==> config.mk <==
export PLATFORM = sky130hd
export DESIGN_NAME = serpent_sbox_layer_seq_flat
export DESIGN_NICKNAME = d
export VERILOG_FILES = /design/src/rtl/serpent_sbox_layer_seq_if.sv /design/src/rtl/serpent_sbox_layer_seq.sv /design/src/flat_wrapper.sv
export SDC_FILE = /design/constraint.sdc
export NUM_CORES = 1
export LEC_CHECK = 0
export CAP_MARGIN = 20
export CORE_AREA = 2 2 187 189
export CTS_BUF_LIST = sky130_fd_sc_hd__clkbuf_8
export DETAILED_ROUTE_END_ITERATION = 10
export DIE_AREA = 0 0 189 191
export PLACE_DENSITY = 0.88
export SYNTH_ARGS = -nofsm -noshare
export SYNTH_HDL_FRONTEND = slang
export SYNTH_SLANG_ARGS = --single-unit
==> constraint.sdc <==
create_clock -name i_clk -period 8.25 [get_ports i_clk]
set_input_delay 1.2375 -clock i_clk [delete_from_list [all_inputs] [get_ports i_clk]]
set_output_delay 1.2375 -clock i_clk [all_outputs]
set_load 0.005 [all_outputs]
==> src/rtl/serpent_sbox_layer_seq_if.sv <==
// Handshake and data bundle for the multi-cycle Serpent S-box layer.
// The member names match the original flat port list, so call sites only
// have to change how the ports are connected, not what the signals are called.
interface serpent_sbox_layer_seq_if;
  logic         i_valid;
  logic         o_ready;
  logic         i_decrypt;
  logic [2:0]   i_sbox_index;
  logic [31:0]  i_word_0;
  logic [31:0]  i_word_1;
  logic [31:0]  i_word_2;
  logic [31:0]  i_word_3;
  logic         o_valid;
  logic         i_ready;
  logic         i_flush;
  logic [31:0]  o_word_0;
  logic [31:0]  o_word_1;
  logic [31:0]  o_word_2;
  logic [31:0]  o_word_3;
  logic [127:0] o_data;

  modport master (
    output i_valid, i_decrypt, i_sbox_index,
    output i_word_0, i_word_1, i_word_2, i_word_3,
    output i_ready, i_flush,
    input  o_ready, o_valid,
    input  o_word_0, o_word_1, o_word_2, o_word_3, o_data
  );

  modport slave (
    input  i_valid, i_decrypt, i_sbox_index,
    input  i_word_0, i_word_1, i_word_2, i_word_3,
    input  i_ready, i_flush,
    output o_ready, o_valid,
    output o_word_0, o_word_1, o_word_2, o_word_3, o_data
  );
endinterface

==> src/rtl/serpent_sbox_layer_seq.sv <==
// Multi-cycle Serpent S-box layer (forward S0..S7 and their inverses) on a
// 128-bit bitsliced state. LANES 4-bit columns are substituted per cycle, so a
// block takes 32/LANES cycles between acceptance and a valid result.
// Column i is {w3[i],w2[i],w1[i],w0[i]}; S-box output bit k lands in word k, bit i.
module serpent_sbox_layer_seq #(
  parameter int LANES = 8
) (
  input  logic i_clk,
  input  logic i_rst,
  serpent_sbox_layer_seq_if.slave bus
);

  localparam int BEATS = (LANES > 0) ? (32 / LANES) : 1;
  localparam int CW    = (BEATS > 1) ? $clog2(BEATS) : 1;
  localparam logic [CW-1:0] LAST_BEAT = CW'(BEATS - 1);

  if (LANES != 1 && LANES != 2 && LANES != 4 && LANES != 8 &&
      LANES != 16 && LANES != 32) begin : g_bad_lanes
    $error("serpent_sbox_layer_seq: LANES must be 1, 2, 4, 8, 16 or 32");
  end

  // One 64-bit constant per table, entry v in bits [4v+3:4v].
  // Index is {decrypt, sbox_index}: 0..7 forward S0..S7, 8..15 InvS0..InvS7.
  localparam logic [63:0] SBOX [16] = '{
    64'hC90724DE_B56A1F83,  // S0
    64'h43D68EB1_A50972CF,  // S1
    64'h25B04E1D_FAC39768,  // S2
    64'hE57A421D_369C8BF0,  // S3
    64'hD7E9A452_6B0C38F1,  // S4
    64'h176D8E30_C9A4B25F,  // S5
    64'h0A3DF19E_B6485C27,  // S6
    64'h6539AC47_B28E0FD1,  // S7
    64'h289F74E1_C56A0B3D,  // InvS0
    64'h0AD1974B_3C6FE285,  // InvS1
    64'h7A85D630_21EB4F9C,  // InvS2
    64'h1F842C53_D6EB7A90,  // InvS3
    64'h1DF46BC2_E79A3805,  // InvS4
    64'h0AC7356B_ED1492F8,  // InvS5
    64'hB8C27E94_0635D1AF,  // InvS6
    64'h241A7BC5_8FE9D603   // InvS7
  };

  typedef enum logic [1:0] {
    IDLE,
    BUSY,
    DONE
  } state_e;

  state_e        state_q, state_d;
  logic [CW-1:0] cnt_q, cnt_d;
  logic          valid_q, valid_d;
  logic          dec_q, dec_d;
  logic [2:0]    idx_q, idx_d;
  logic [31:0]   win_q [4];
  logic [31:0]   win_d [4];
  logic [31:0]   res_q [4];
  logic [31:0]   res_d [4];

  logic          accept;
  logic [3:0]    tbl;
  logic [4:0]    col;
  logic [3:0]    nib;
  logic [3:0]    sub;

  // Ready is combinational so a DONE block can hand over and accept in one cycle.
  assign bus.o_ready = !i_rst && !bus.i_flush &&
                       ((state_q == IDLE) || ((state_q == DONE) && bus.i_ready));

  assign bus.o_valid  = valid_q;
  assign bus.o_word_0 = res_q[0];
  assign bus.o_word_1 = res_q[1];
  assign bus.o_word_2 = res_q[2];
  assign bus.o_word_3 = res_q[3];
  assign bus.o_data   = {res_q[3], res_q[2], res_q[1], res_q[0]};

  // Next-state logic: flush overrides everything, then IDLE/BUSY/DONE sequencing.
  always_comb begin
    state_d = state_q;
    cnt_d   = cnt_q;
    valid_d = valid_q;
    dec_d   = dec_q;
    idx_d   = idx_q;
    win_d   = win_q;
    res_d   = res_q;
    accept  = 1'b0;
    tbl     = {dec_q, idx_q};
    col     = '0;
    nib     = '0;
    sub     = '0;

    if (bus.i_flush) begin
      state_d = IDLE;
      valid_d = 1'b0;
      cnt_d   = '0;
    end else begin
      case (state_q)
        IDLE: begin
          if (bus.i_valid) accept = 1'b1;
        end
        BUSY: begin
          for (int unsigned l = 0; l < LANES; l++) begin
            col = 5'((32'(cnt_q) * LANES) + l);
            nib = {win_q[3][col], win_q[2][col], win_q[1][col], win_q[0][col]};
            sub = SBOX[tbl][{nib, 2'b00} +: 4];
            res_d[0][col] = sub[0];
            res_d[1][col] = sub[1];
            res_d[2][col] = sub[2];
            res_d[3][col] = sub[3];
          end
          // With a single beat the counter simply wraps; it is cleared on the next accept.
          cnt_d = cnt_q + 1'b1;
          if (cnt_q == LAST_BEAT) begin
            state_d = DONE;
            valid_d = 1'b1;
          end
        end
        DONE: begin
          if (bus.i_ready) begin
            valid_d = 1'b0;
            if (bus.i_valid) accept = 1'b1;
            else             state_d = IDLE;
          end
        end
        default: begin
          state_d = IDLE;
          valid_d = 1'b0;
        end
      endcase
    end

    if (accept) begin
      win_d[0] = bus.i_word_0;
      win_d[1] = bus.i_word_1;
      win_d[2] = bus.i_word_2;
      win_d[3] = bus.i_word_3;
      dec_d    = bus.i_decrypt;
      idx_d    = bus.i_sbox_index;
      cnt_d    = '0;
      state_d  = BUSY;
    end
  end

  // State, latched block and result registers with synchronous reset.
  always_ff @(posedge i_clk) begin
    if (i_rst) begin
      state_q <= IDLE;
      cnt_q   <= '0;
      valid_q <= 1'b0;
      dec_q   <= 1'b0;
      idx_q   <= '0;
      win_q   <= '{default: '0};
      res_q   <= '{default: '0};
    end else begin
      state_q <= state_d;
      cnt_q   <= cnt_d;
      valid_q <= valid_d;
      dec_q   <= dec_d;
      idx_q   <= idx_d;
      win_q   <= win_d;
      res_q   <= res_d;
    end
  end

endmodule
==> src/flat_wrapper.sv <==
// flat-port wrapper written by rule: the top's interface ports become plain ports
module serpent_sbox_layer_seq_flat 
#(
  parameter int LANES = 8
)
  (i_clk, i_rst, bus_i_valid, bus_i_decrypt, bus_i_sbox_index, bus_i_word_0, bus_i_word_1, bus_i_word_2, bus_i_word_3, bus_i_ready, bus_i_flush, bus_o_ready, bus_o_valid, bus_o_word_0, bus_o_word_1, bus_o_word_2, bus_o_word_3, bus_o_data);
  serpent_sbox_layer_seq_if bus_i ();
  input  logic i_clk;
  input  logic i_rst;
  input wire logic [$bits(bus_i.i_valid)-1:0] bus_i_valid;
  input wire logic [$bits(bus_i.i_decrypt)-1:0] bus_i_decrypt;
  input wire logic [$bits(bus_i.i_sbox_index)-1:0] bus_i_sbox_index;
  input wire logic [$bits(bus_i.i_word_0)-1:0] bus_i_word_0;
  input wire logic [$bits(bus_i.i_word_1)-1:0] bus_i_word_1;
  input wire logic [$bits(bus_i.i_word_2)-1:0] bus_i_word_2;
  input wire logic [$bits(bus_i.i_word_3)-1:0] bus_i_word_3;
  input wire logic [$bits(bus_i.i_ready)-1:0] bus_i_ready;
  input wire logic [$bits(bus_i.i_flush)-1:0] bus_i_flush;
  output wire logic [$bits(bus_i.o_ready)-1:0] bus_o_ready;
  output wire logic [$bits(bus_i.o_valid)-1:0] bus_o_valid;
  output wire logic [$bits(bus_i.o_word_0)-1:0] bus_o_word_0;
  output wire logic [$bits(bus_i.o_word_1)-1:0] bus_o_word_1;
  output wire logic [$bits(bus_i.o_word_2)-1:0] bus_o_word_2;
  output wire logic [$bits(bus_i.o_word_3)-1:0] bus_o_word_3;
  output wire logic [$bits(bus_i.o_data)-1:0] bus_o_data;
  assign bus_i.i_valid = bus_i_valid;
  assign bus_i.i_decrypt = bus_i_decrypt;
  assign bus_i.i_sbox_index = bus_i_sbox_index;
  assign bus_i.i_word_0 = bus_i_word_0;
  assign bus_i.i_word_1 = bus_i_word_1;
  assign bus_i.i_word_2 = bus_i_word_2;
  assign bus_i.i_word_3 = bus_i_word_3;
  assign bus_i.i_ready = bus_i_ready;
  assign bus_i.i_flush = bus_i_flush;
  assign bus_o_ready = bus_i.o_ready;
  assign bus_o_valid = bus_i.o_valid;
  assign bus_o_word_0 = bus_i.o_word_0;
  assign bus_o_word_1 = bus_i.o_word_1;
  assign bus_o_word_2 = bus_i.o_word_2;
  assign bus_o_word_3 = bus_i.o_word_3;
  assign bus_o_data = bus_i.o_data;
  serpent_sbox_layer_seq #(.LANES(LANES)) u_core (.i_clk(i_clk), .i_rst(i_rst), .bus(bus_i));
endmodule
## Word-level counts from Yosys, hierarchy flattened

Memories as Yosys holds them, arrays and structs flattened.
Index checks and enable logic that the tools add are counted.

| word-level totals | value |
|---|---|
| memories kept | 1 |
| output and inout bits | 258 |
| bits of input ports | 137 |
| word-level logic and storage cells | 209 |
| bits in read-only memories | 1024 |
| register bits | 265 |

| operators by class | value |
|---|---|
| bitwise gates (word level) | 3 |
| order comparisons | 17 |
| reduce and logical (&&, ||, !) cells | 21 |
| eq/ne operators | 10 |
| shifts and indexed selects | 8 |
| $add $sub $neg | 8 |
| mux-type cells | 127 |

Memory list:

| name | depth | width | read ports | clocked after Yosys merged registers in | write ports | line | text |
|---|---|---|---|---|---|---|---|
| (name not given) | 16 | 64 | 1 | 0 | 0 | serpent_sbox_layer_seq.sv:104 | `sub = SBOX[tbl][{nib, 2'b00} +: 4];` |

Operator list:

| cell | number |
|---|---|
| 32-bit bitwise mux | 32 |
| 64-bit by 7-bit variable part select with 4-bit output | 8 |
| 1-bit binary-select mux with 5-bit select | 28 |
| 64-bit two-way mux | 2 |
| 5-bit by 6-bit less-than comparator with 1-bit output, second input constant | 8 |
| 1-bit two-way mux | 47 |
| 5-bit by 1-bit >= comparator with 1-bit output, second input constant | 8 |
| 1-bit demux with 5-bit select | 7 |
| 5-bit by 3-bit adder with 5-bit output, second input constant | 4 |
| 1-bit logical AND | 11 |
| 5-bit by 2-bit adder with 5-bit output, second input constant | 2 |
| 1-bit binary-select mux with 2-bit select | 4 |
| 4-bit by 3-bit inequality test with 1-bit output, second input constant | 2 |
| 4-bit AND reduction | 2 |
| 2-bit two-way mux | 3 |
| 2-bit case mux with 3 select lines | 1 |
| 5-bit by 1-bit adder with 5-bit output, second input constant | 1 |
| 5-bit >= comparator, second input constant | 1 |
| 4-bit inverter with 5-bit output | 1 |
| 2-bit equality test, second input constant | 2 |
| 2-bit inequality test, second input constant | 2 |
| 4-bit by 2-bit inequality test with 1-bit output, second input constant | 1 |
| 3-bit by 2-bit inequality test with 1-bit output, second input constant | 1 |
| 1-bit case mux with 3 select lines | 1 |
| other kinds (13) | 15 |

## Longest topological paths before layout

Gate-level depths: netlist of the first run.

| depth | value |
|---|---|
| depth in word-level cells | 13 |
| depth in mapped cells | 12 |
| mapped depth without buffers | 8 |

## Least setup slack after synthesis of the first run

No wires, ideal clock.

| path | value |
|---|---|
| path type | input to output |
| start | in i_rst |
| end | out bus_o_ready |
| required time | 7013 ps |
| arrival time | 2117 ps |
| stages | 4 |
| setup slack | 4896 ps |
| buffers on the path | 3 |
| cell sequence | clkbuf_1 clkbuf_1 clkbuf_1 nor3b_1 |

| between the ends | value |
|---|---|
| word-level cells in the longest chain between the ends | 3 |

RTL lines:

| element | line | text |
|---|---|---|
| from (decl) | flat_wrapper.sv:9 | `input logic i_rst;` |
| 1-bit logical NOT | serpent_sbox_layer_seq.sv:66 | `assign bus.o_ready = !i_rst && !bus.i_flush &&` |
| 1-bit logical AND (2 in a row) | serpent_sbox_layer_seq.sv:66 |  |
| to (decl) | flat_wrapper.sv:19 | `output wire logic [$bits(bus_i.o_ready)-1:0] bus_o_ready;` |

Every way passes these cells.

## Worst setup path after layout of the first run

| path | value |
|---|---|
| start | reg u_core.idx_q[0] |
| end | reg u_core.res_q (netlist bit u_core.bus.o_word_3[14]) |

| between the ends | value |
|---|---|
| word-level cells in the longest chain between the ends | 13 |
| elaborated cells on any way between the ends | 20 |
| classes of those cells | shift: 8; mux: 10; bitwise: 1; memory: 1 |

RTL lines:

| element | line | text |
|---|---|---|
| from (decl) | serpent_sbox_layer_seq.sv:53 | `logic [2:0] idx_q, idx_d;` |
| from (signal assigned) | serpent_sbox_layer_seq.sv:158 | `idx_q <= idx_d;` |
| 4-bit inverter with 5-bit output (not written as such) (*) | serpent_sbox_layer_seq.sv:104 |  |
| memory read 16 x 64 bit (*) | n/a |  |
| 64-bit two-way mux (not written as such) (*) (2 in a row) | serpent_sbox_layer_seq.sv:104 |  |
| 64-bit by 7-bit variable part select with 4-bit output | serpent_sbox_layer_seq.sv:104 |  |
| 32-bit bitwise mux (7 in a row) | serpent_sbox_layer_seq.sv:108 | `res_d[3][col] = sub[3];` |
| 32-bit bitwise mux (*) | serpent_sbox_layer_seq.sv:108 |  |
| to (signal assigned) | serpent_sbox_layer_seq.sv:160 | `res_q <= res_d;` |
| to (decl) | serpent_sbox_layer_seq.sv:56 | `logic [31:0] res_q [4];` |

Every way passes the cells marked *; elsewhere a longest branch is shown, timed or not. The select of a mux whose other input is x is not followed.
A chain may end at the register's enable or synchronous reset.

==> metrics.md, run 1 <==
| Metric | Value |
|---|---|
| Total global routing overflow | 0 |
| Hold slack | 0.453 ns |
| Top-area cell type share of the netlist area | 27.1% |
| Nets | around 2600 |
| Iteration-0 DRC Markers | around 3000 |
| Share of synthesized area occupied by flip-flops and latches | 27.1% |
| Result of the run | complete, no violations |
| Setup violation total in the final timing report | 0 |
| Share of synthesized cell area in full adder, half adder and majority cells | less than 1% |
| Post-cts gate resize count | 0 |
| Total global-route track usage | between 40% and 50% |
| CP peak stage delay | approximately 1.0 ns |
| Most common flop cell mapped by yosys | sky130_fd_sc_hd__dfxtp_1 |
| Required arrival time at the worst endpoint | around 8.7 ns |
| Critical path capture point type | flop |
| Chip Width | 189 microns |
| Vias in the first global route | 19300 |
| Number of sinks on the clock net | 265 |
| Later-pin clock latency in the skew report | 0.58 ns |
| Cell count after synthesis | 2351 |
| Critical path data arrival time | 4.77 ns |
| CTS HTree Levels | 2 |
| Path depth of the worst reg2reg path | 9 |
| PD cells | around 150 mW/mm^2 |
| Syn Area/Cell | 8.32 sq um |
| Hpwl dp | 54200 microns |
| Count of cells along the worst hold path | 2 |
| Max_slew headroom | 14.4% |
| Xor and xnor fraction of the mapped netlist area | less than 1% |
| Number of nets with antenna violations after routing | 0 |
| Biggest area contributors in the synthesized netlist | sky130_fd_sc_hd__dfxtp_1, sky130_fd_sc_hd__mux4_2, sky130_fd_sc_hd__nand2_1, sky130_fd_sc_hd__buf_4, sky130_fd_sc_hd__nor2_1 |
| Worst reg2reg path startpoint | u_core.idx_q[0] |
| Die Outline Area | 0.0361 sq mm |
| Min Tclk post-route | 4.37 ns |
| Number of buffers inserted during clock tree synthesis | 43 |
| Count of synthesis-stage warnings from yosys | 0 |
| Buffers and inverters on the worst path | 2 |
| Worst supply voltage drop on vdd | 0.128 mV |
| Detailed-router iteration count before antenna repair | 6 |
| Type of element launching the critical path | flop |
| HP Class | reg -> reg |
| Flops & latches, synth | 265 |
| Post-synth EDFFs | 0 |
| Post-route DRC | 0 |
| Worst slack at placement | 3.59 ns |
| RePlAce Congestion | ~1.1 |
| Post-detailed-route via-to-cell ratio | 6.93 |
| Number of standard-cell rows in the floorplan | 68 |
| IO Pins | about 400 |
| Hold Buf Count CTS | 0 |
| Hold Path Origin | u_core.win_q[96] |
| Final Cell Area | 0.0234 sq mm |
| Clock transition at path regs | 0.06 ns |
| Share of post-route cells with drive strength above 1 | around 14% |
| Wire length of the first global-routing pass | 113000 microns |
| Post-synth top area cell | sky130_fd_sc_hd__dfxtp_1 |
| Fill cells | 2661 |
| Final WL | slightly below 80000 microns |
| Effective utilization at floorplan | 57.3% |
| Maximum operating frequency | approximately 230 MHz |
| Worst reg2reg endpoint | u_core.bus.o_word_3[14] |
| Synthesized netlist net count | 2500 |
| Cell variety after synth | 72 |
| Count of final max-slew check failures | 0 |
| Hold EP | u_core.win_q[96] |
| Clock tree from TritonCTS | done |
| Synth Area in Simple Gates | 21.7% |
| Top fanout value on the critical path | 25 |
| Maximum root-to-sink buffer count | 3 |
| Library cell appearing most often on the critical path | sky130_fd_sc_hd__nor2_1 |
| Compound-cell area share of the yosys netlist | 22.7% |
| Setup repair after global routing missed its margin | no |
| Post-placement cell area | 0.0224 sq mm |
| Worst Tran Pin Value | 1.25 ns |
| Number of hold-slack violations in the final timing report | 0 |
| Slack of the worst reg-to-reg path | 3.88 ns |
| Number of port buffers | 394 |
| Post-layout total power | approximately 3.5 mW |
| Number of max-capacitance violations reported | 0 |
| Worst Path Class, Setup | reg -> reg |
| Largest clock skew in the final design | 0.0263 ns |
| Minimum setup slack in the final design | around 4 ns |
| Placeable core region | 0.0341 sq mm |
| Portion of netlist area occupied by mux cells | 17.5% |
| Critical Path Slowest Stage Cell | sky130_fd_sc_hd__o31ai_1 |
| Largest delay share family, worst path | compound AO/OA/AOI/OAI gates |
| Setup TNS after final layout | 0 ns |
| Buffer type at the clock tree root | sky130_fd_sc_hd__clkbuf_8 |
| Multi-input gate area in the final layout | 0.0123 sq mm |
| Vert. Die Dim | approximately 190 microns |
| FF+latch area | around 0.0053 sq mm |
| Antenna violations before repair | 1 |
| Largest net degree at the start of global routing | between 100 and 150 |
| Static power due to leakage | 7.73 nW |
| Post-Syn Area | ~0.020 sq mm |
| Number of setup buffers added after CTS | 0 |
| Count of vias placed by the detailed router | a little over 20000 |
| Growth of design area from synthesis to finish | 19.6% |
| Detail-routed net length per standard cell | approximately 26 microns |
| CP cell instances | buf_4 -> inv_1 -> ha_1 -> nor2_1 -> o31ai_1 -> mux2_2 -> nor2_1 -> nor4_1 -> o311ai_0 |
| Fraction of registers with async set/reset | 0% |
| Main combinational cell family by area after synthesis | compound AO/OA/AOI/OAI gates |
| Final Cycle Share | between 50 and 60% |
## worst reg2reg max path: cells and delay by family (launching register included)
kind | cells | cell delay [ns]
AND/OR/NAND/NOR | 3 | 1.10
buffers and inverters | 2 | 0.53
multiplexers | 1 | 0.32
AO/OA/AOI/OAI | 2 | 1.28
flip-flops | 1 | 0.30
adder cells (fa/ha/maj) | 1 | 0.67
## stage by stage
stage | cells | util (%)
floorplan | 2351 | -
global placement | 2901 | 65.6
detailed placement | 2905 | 65.7
CTS | 2984 | 68.5
global route | 2988 | 68.6
finish | 2991 | 68.6
## cells in the final DEF (no fill, tap or decap), types with 14 or more instances in the layout
cell type / instances
sky130_fd_sc_hd__a2111oi_2: 28
sky130_fd_sc_hd__a211oi_1: 39
sky130_fd_sc_hd__a211oi_2: 28
sky130_fd_sc_hd__a21oi_1: 162
sky130_fd_sc_hd__a311oi_1: 19
sky130_fd_sc_hd__a32o_1: 32
sky130_fd_sc_hd__and2_1: 22
sky130_fd_sc_hd__buf_4: 26
sky130_fd_sc_hd__clkbuf_8: 57
sky130_fd_sc_hd__clkdlybuf4s50_1: 393
sky130_fd_sc_hd__dfxtp_1: 261
sky130_fd_sc_hd__inv_1: 29
sky130_fd_sc_hd__mux2_2: 52
sky130_fd_sc_hd__mux2i_1: 82
sky130_fd_sc_hd__mux4_2: 81
sky130_fd_sc_hd__nand2_1: 372
sky130_fd_sc_hd__nand2b_1: 33
sky130_fd_sc_hd__nand3b_1: 38
sky130_fd_sc_hd__nor2_1: 271
sky130_fd_sc_hd__nor2b_1: 16
sky130_fd_sc_hd__nor3_1: 31
sky130_fd_sc_hd__nor4_1: 66
sky130_fd_sc_hd__o21ai_0: 46
sky130_fd_sc_hd__o311ai_0: 49
sky130_fd_sc_hd__o31ai_1: 14
sky130_fd_sc_hd__o32ai_1: 43
sky130_fd_sc_hd__or2_2: 27
sky130_fd_sc_hd__or3_1: 18
## worst max path at each step
stage	startpoint	to	slack (ns)	depth (start not counted)
3_3_place_gp	bus_i_flush	u_core.bus.o_word_2[23]	3.76	7
2_1_floorplan	i_rst	bus_o_ready	4.90	4
3_5_place_dp	bus_i_flush	u_core.bus.o_word_2[23]	3.59	7
6_report	u_core.idx_q[0]	u_core.bus.o_word_3[14]	3.88	9
4_1_cts	u_core.idx_q[0]	u_core.bus.o_word_3[3]	4.08	9
5_1_grt	u_core.idx_q[0]	u_core.bus.o_word_3[30]	3.79	9
## synthesized netlist by cell type (12+ instances only)
master	number
sky130_fd_sc_hd__a2111oi_2	28
sky130_fd_sc_hd__a211oi_1	39
sky130_fd_sc_hd__a211oi_2	28
sky130_fd_sc_hd__a21oi_1	162
sky130_fd_sc_hd__a311oi_1	19
sky130_fd_sc_hd__a32o_1	32
sky130_fd_sc_hd__and2_1	26
sky130_fd_sc_hd__buf_2	65
sky130_fd_sc_hd__buf_4	139
sky130_fd_sc_hd__clkbuf_1	104
sky130_fd_sc_hd__dfxtp_1	265
sky130_fd_sc_hd__ha_1	12
sky130_fd_sc_hd__inv_1	18
sky130_fd_sc_hd__mux2_2	52
sky130_fd_sc_hd__mux2i_1	82
sky130_fd_sc_hd__mux4_2	81
sky130_fd_sc_hd__nand2_1	372
sky130_fd_sc_hd__nand2b_1	33
sky130_fd_sc_hd__nand3b_1	38
sky130_fd_sc_hd__nor2_1	271
sky130_fd_sc_hd__nor2b_1	16
sky130_fd_sc_hd__nor3_1	31
sky130_fd_sc_hd__nor4_1	66
sky130_fd_sc_hd__o21ai_0	46
sky130_fd_sc_hd__o311ai_0	49
sky130_fd_sc_hd__o31ai_1	14
sky130_fd_sc_hd__o32ai_1	43
sky130_fd_sc_hd__or2_2	27
sky130_fd_sc_hd__or3_1	18
## logic make-up after synthesis
logic type / Yosys count
AO/OA/AOI/OAI: 568
flip-flops: 265
adder cells (fa/ha/maj): 12
AND/OR/NAND/NOR: 932
XOR/XNOR: 1
multiplexers: 227
buffers and inverters: 346
## registers in the layout, indices dropped and copies added, names as in the netlist
register and count:
u_core.win_q 128, u_core.bus.o_word_0 32, u_core.bus.o_word_1 32, u_core.bus.o_word_2 32, u_core.bus.o_word_3 32, u_core.idx_q 3
u_core.cnt_q 2, u_core.state_q 2, u_core.bus.o_valid 1, u_core.dec_q 1
## area by class of cell
class,instances,share of cell area (%)
multi-input combinational,1740,52.5
sequential,265,22.7
timing repair buffer,428,17.9
clock buffer,56,3.29
tap,455,2.43
clock inverter,23,0.781
inverter,21,0.337
antenna,3,0.0321
## routing by layer
| layer | vias to the layer above | routed length, microns | track usage (%) |
|---|---|---|---|
| met3 | 356 | 10700 | 12.0 |
| li1 | 8877 | - | - |
| met1 | 9755 | 27600 | 49.7 |
| met2 | 1742 | 34000 | 62.3 |
| met5 | - | 14 | 0 |
| met4 | 2 | 5400 | 27.1 |
## where the power goes
part           switching (mW)  internal, mW  total, mW
combinational           0.543         0.322      0.865
clock                   0.547         0.705       1.25
sequential             0.0293          1.32       1.35
total                    1.12          2.34       3.46
Power figures use the tool's default switching activity.
==> run 2, diff against run 1 <==
--- a/config.mk
+++ b/config.mk
@@ -6,11 +6,11 @@
 export NUM_CORES = 1
 export LEC_CHECK = 0
 export CAP_MARGIN = 20
-export CORE_AREA = 2 2 187 189
+export CORE_AREA = 2 2 203 205
 export CTS_BUF_LIST = sky130_fd_sc_hd__clkbuf_8
 export DETAILED_ROUTE_END_ITERATION = 10
-export DIE_AREA = 0 0 189 191
-export PLACE_DENSITY = 0.88
+export DIE_AREA = 0 0 205 207
+export PLACE_DENSITY = 0.79
 export SYNTH_ARGS = -nofsm -noshare
 export SYNTH_HDL_FRONTEND = slang
 export SYNTH_SLANG_ARGS = --single-unit
==> constraint.sdc (replaced) <==
create_clock -name i_clk -period 3.75 [get_ports i_clk]
set_input_delay 0.5625 -clock i_clk [delete_from_list [all_inputs] [get_ports i_clk]]
set_output_delay 0.5625 -clock i_clk [all_outputs]
set_load 0.005 [all_outputs]
==> metrics.md, run 2 (synthesized netlist as in run 1, its figures left out) <==
| Metric | Value |
|---|---|
| RePlAce Congestion | 1.05 (-0.86%) |
| Hold Path Origin | u_core.win_q[117] |
| Vias in the first global route | 19000 (-1.8%) |
| Nets | 2695 (+1.8%) |
| Placeable core region | 0.0404 sq mm (+18%) |
| Largest register by flop count | u_core.win_q |
| Antenna violations before repair | 1 (unchanged) |
| Largest clock skew in the final design | 0.0350 ns (+0.00871 ns) |
| Total global-route track usage | 36.6% (-4.1 points) |
| Static power due to leakage | 8.03 nW (+3.9%) |
| Share of post-route cells with drive strength above 1 | 15.7% (+1.6 points) |
| Number of setup buffers added after CTS | 0 (unchanged) |
| Worst Setup SP | u_core.idx_q[2] |
| Number of max-capacitance violations reported | 0 (unchanged) |
| Later-pin clock latency in the skew report | 0.63 ns (+0.05 ns) |
| Final Cycle Share | 93.1% (+40 points) |
| Maximum operating frequency | 286 MHz (+25%) |
| Worst Path Class, Setup | reg -> reg |
| Critical path data arrival time | 4.00 ns (-0.77 ns) |
| Buffer type at the clock tree root | sky130_fd_sc_hd__clkbuf_8 |
| Largest net degree at the start of global routing | 110 (unchanged) |
| Max_slew headroom | 20.0% (+5.6 points) |
| Number of nets with antenna violations after routing | 0 (unchanged) |
| Number of buffers inserted during clock tree synthesis | 43 (unchanged) |
| Post-layout total power | 7.78 mW (+120%) |
| HP Class | reg -> reg |
| Setup violation total in the final timing report | 0 (unchanged) |
| Top fanout value on the critical path | 37 (+48%) |
| Hold Buf Count CTS | 0 (unchanged) |
| CTS HTree Levels | 2 (unchanged) |
| PD cells | 325 mW/mm^2 (+120%) |
| Path depth of the worst reg2reg path | 6 (-3) |
| Iteration-0 DRC Markers | 2471 (-18%) |
| Post-cts gate resize count | 0 (unchanged) |
| Fill cells | 3519 (+32%) |
| Die Outline Area | 0.0424 sq mm (+18%) |
| Met3 layer wire length in the routed design | 9110 microns (-15%) |
| Worst slack at placement | 0.373 ns (-3.21 ns) |
| Vert. Die Dim | 207 microns (+8.4%) |
| Minimum setup slack in the final design | 0.258 ns (-3.63 ns) |
| Chip Width | 205 microns (+8.5%) |
| Effective utilization at floorplan | 48.4% (-8.9 points) |
| Result of the run | complete, no violations |
| Post-detailed-route via-to-cell ratio | 6.54 (-5.6%) |
| Wire length of the first global-routing pass | 119000 microns (+5.3%) |
| Routed length on met2 | 36500 microns (+7.2%) |
| Number of sinks on the clock net | 265 (unchanged) |
| Flip-flop count of the largest register, all copies and words added | 128 (unchanged) |
| Clock tree from TritonCTS | done |
| Critical path capture point type | flop |
| Hpwl dp | 58400 microns (+7.7%) |
| Detail-routed net length per standard cell | 26.0 microns (-0.12%) |
| Slack of the worst reg-to-reg path | 0.26 ns (-3.63 ns) |
| Detailed-router iteration count before antenna repair | 6 (unchanged) |
| Required arrival time at the worst endpoint | 4.25 ns (-4.41 ns) |
| Count of vias placed by the detailed router | 20400 (-1.7%) |
| Setup repair after global routing missed its margin | no |
| Met1 routed wirelength after detailed routing | 30700 microns (+12%) |
| Count of final max-slew check failures | 0 (unchanged) |
| Highest signal layer in the routed design | met5 |
| IO Pins | 395 (unchanged) |
| Worst reg2reg path startpoint | u_core.idx_q[2] |
| Post-route DRC | 0 (unchanged) |
| Worst Tran Pin Value | 1.19 ns (-0.0551 ns) |
| Min Tclk post-route | 3.49 ns (-0.874 ns) |
| Clock transition at path regs | 0.06 ns (about the same) |
| Number of standard-cell rows in the floorplan | 74 (+8.8%) |
| Type of element launching the critical path | flop |
| Worst supply voltage drop on vdd | 0.272 mV (+110%) |
| Count of cells along the worst hold path | 2 (unchanged) |
| Setup TNS after final layout | 0 ns (unchanged) |
| Number of port buffers | 394 (unchanged) |
| Most frequent standard cell in the layout excluding fill and tap cells | sky130_fd_sc_hd__clkdlybuf4s50_1 |
| Final WL | 80800 microns (+4.0%) |
| Total global routing overflow | 0 (unchanged) |
| Worst reg2reg endpoint | u_core.bus.o_word_1[24] |
| Commonest cells after routing, fill and taps aside | sky130_fd_sc_hd__clkdlybuf4s50_1, sky130_fd_sc_hd__nand2_1, sky130_fd_sc_hd__nor2_1, sky130_fd_sc_hd__dfxtp_1, sky130_fd_sc_hd__a21oi_1 |
| Maximum root-to-sink buffer count | 3 (unchanged) |
| Growth of design area from synthesis to finish | 22.6% |
| Hold EP | u_core.win_q[117] |
| Hold slack | 0.453 ns (-0.000211 ns) |
| Number of hold-slack violations in the final timing report | 0 (unchanged) |
[run 2: layout make-up]
class | count | area [sq um] | share of cell area [%]
multi-input combinational | 1740 | 12300 | 51.3
sequential | 265 | 5310 | 22.2
timing repair buffer | 475 | 4630 | 19.3
clock buffer | 55 | 757 | 3.16
tap | 532 | 666 | 2.78
clock inverter | 25 | 234 | 0.976
inverter | 21 | 78.8 | 0.329
antenna | 1 | 2.50 | 0.0104
[run 2: how the worst max path moves through the flow]
stage	to	slack [ns]
2_1_floorplan	u_core.bus.o_word_3[31]	0.62
3_3_place_gp	u_core.bus.o_word_1[23]	0.41
3_5_place_dp	u_core.bus.o_word_1[15]	0.37
4_1_cts	u_core.bus.o_word_1[26]	0.37
5_1_grt	u_core.bus.o_word_1[24]	0.17
6_report	u_core.bus.o_word_1[24]	0.26
[run 2: where the power goes]
| group | switching [mW] | internal, mW | leakage, nW |
|---|---|---|---|
| clock | 1.24 | 1.62 | 0.559 |
| sequential | 0.0668 | 2.90 | 2.15 |
| combinational | 1.20 | 0.757 | 5.32 |
| total | 2.51 | 5.27 | 8.03 |
[run 2: layer usage]
layer  global-route usage, %  vias up
met5                       0        -
li1                        -     8982
met1                    48.1     9674
met3                    7.21      254
met4                    19.8        2
met2                    56.5     1460
[run 2: critical path, stage by stage (launching register included)]
cell and delay [ns]:
sky130_fd_sc_hd__dfxtp_2 0.78, sky130_fd_sc_hd__nor2b_1 0.19, sky130_fd_sc_hd__nor3_2 0.92, sky130_fd_sc_hd__a31o_2 0.39, sky130_fd_sc_hd__a211oi_1 0.16, sky130_fd_sc_hd__or3_1 0.54
sky130_fd_sc_hd__a2111oi_2 0.39
[run 2: through the flow]
stage	util, %	cell area [sq um]	std cells
floorplan	-	19600	2351
global placement	56.9	23000	3030
detailed placement	56.9	23000	3032
CTS	59.4	24000	3112
global route	59.4	24000	3113
finish	59.4	24000	3114
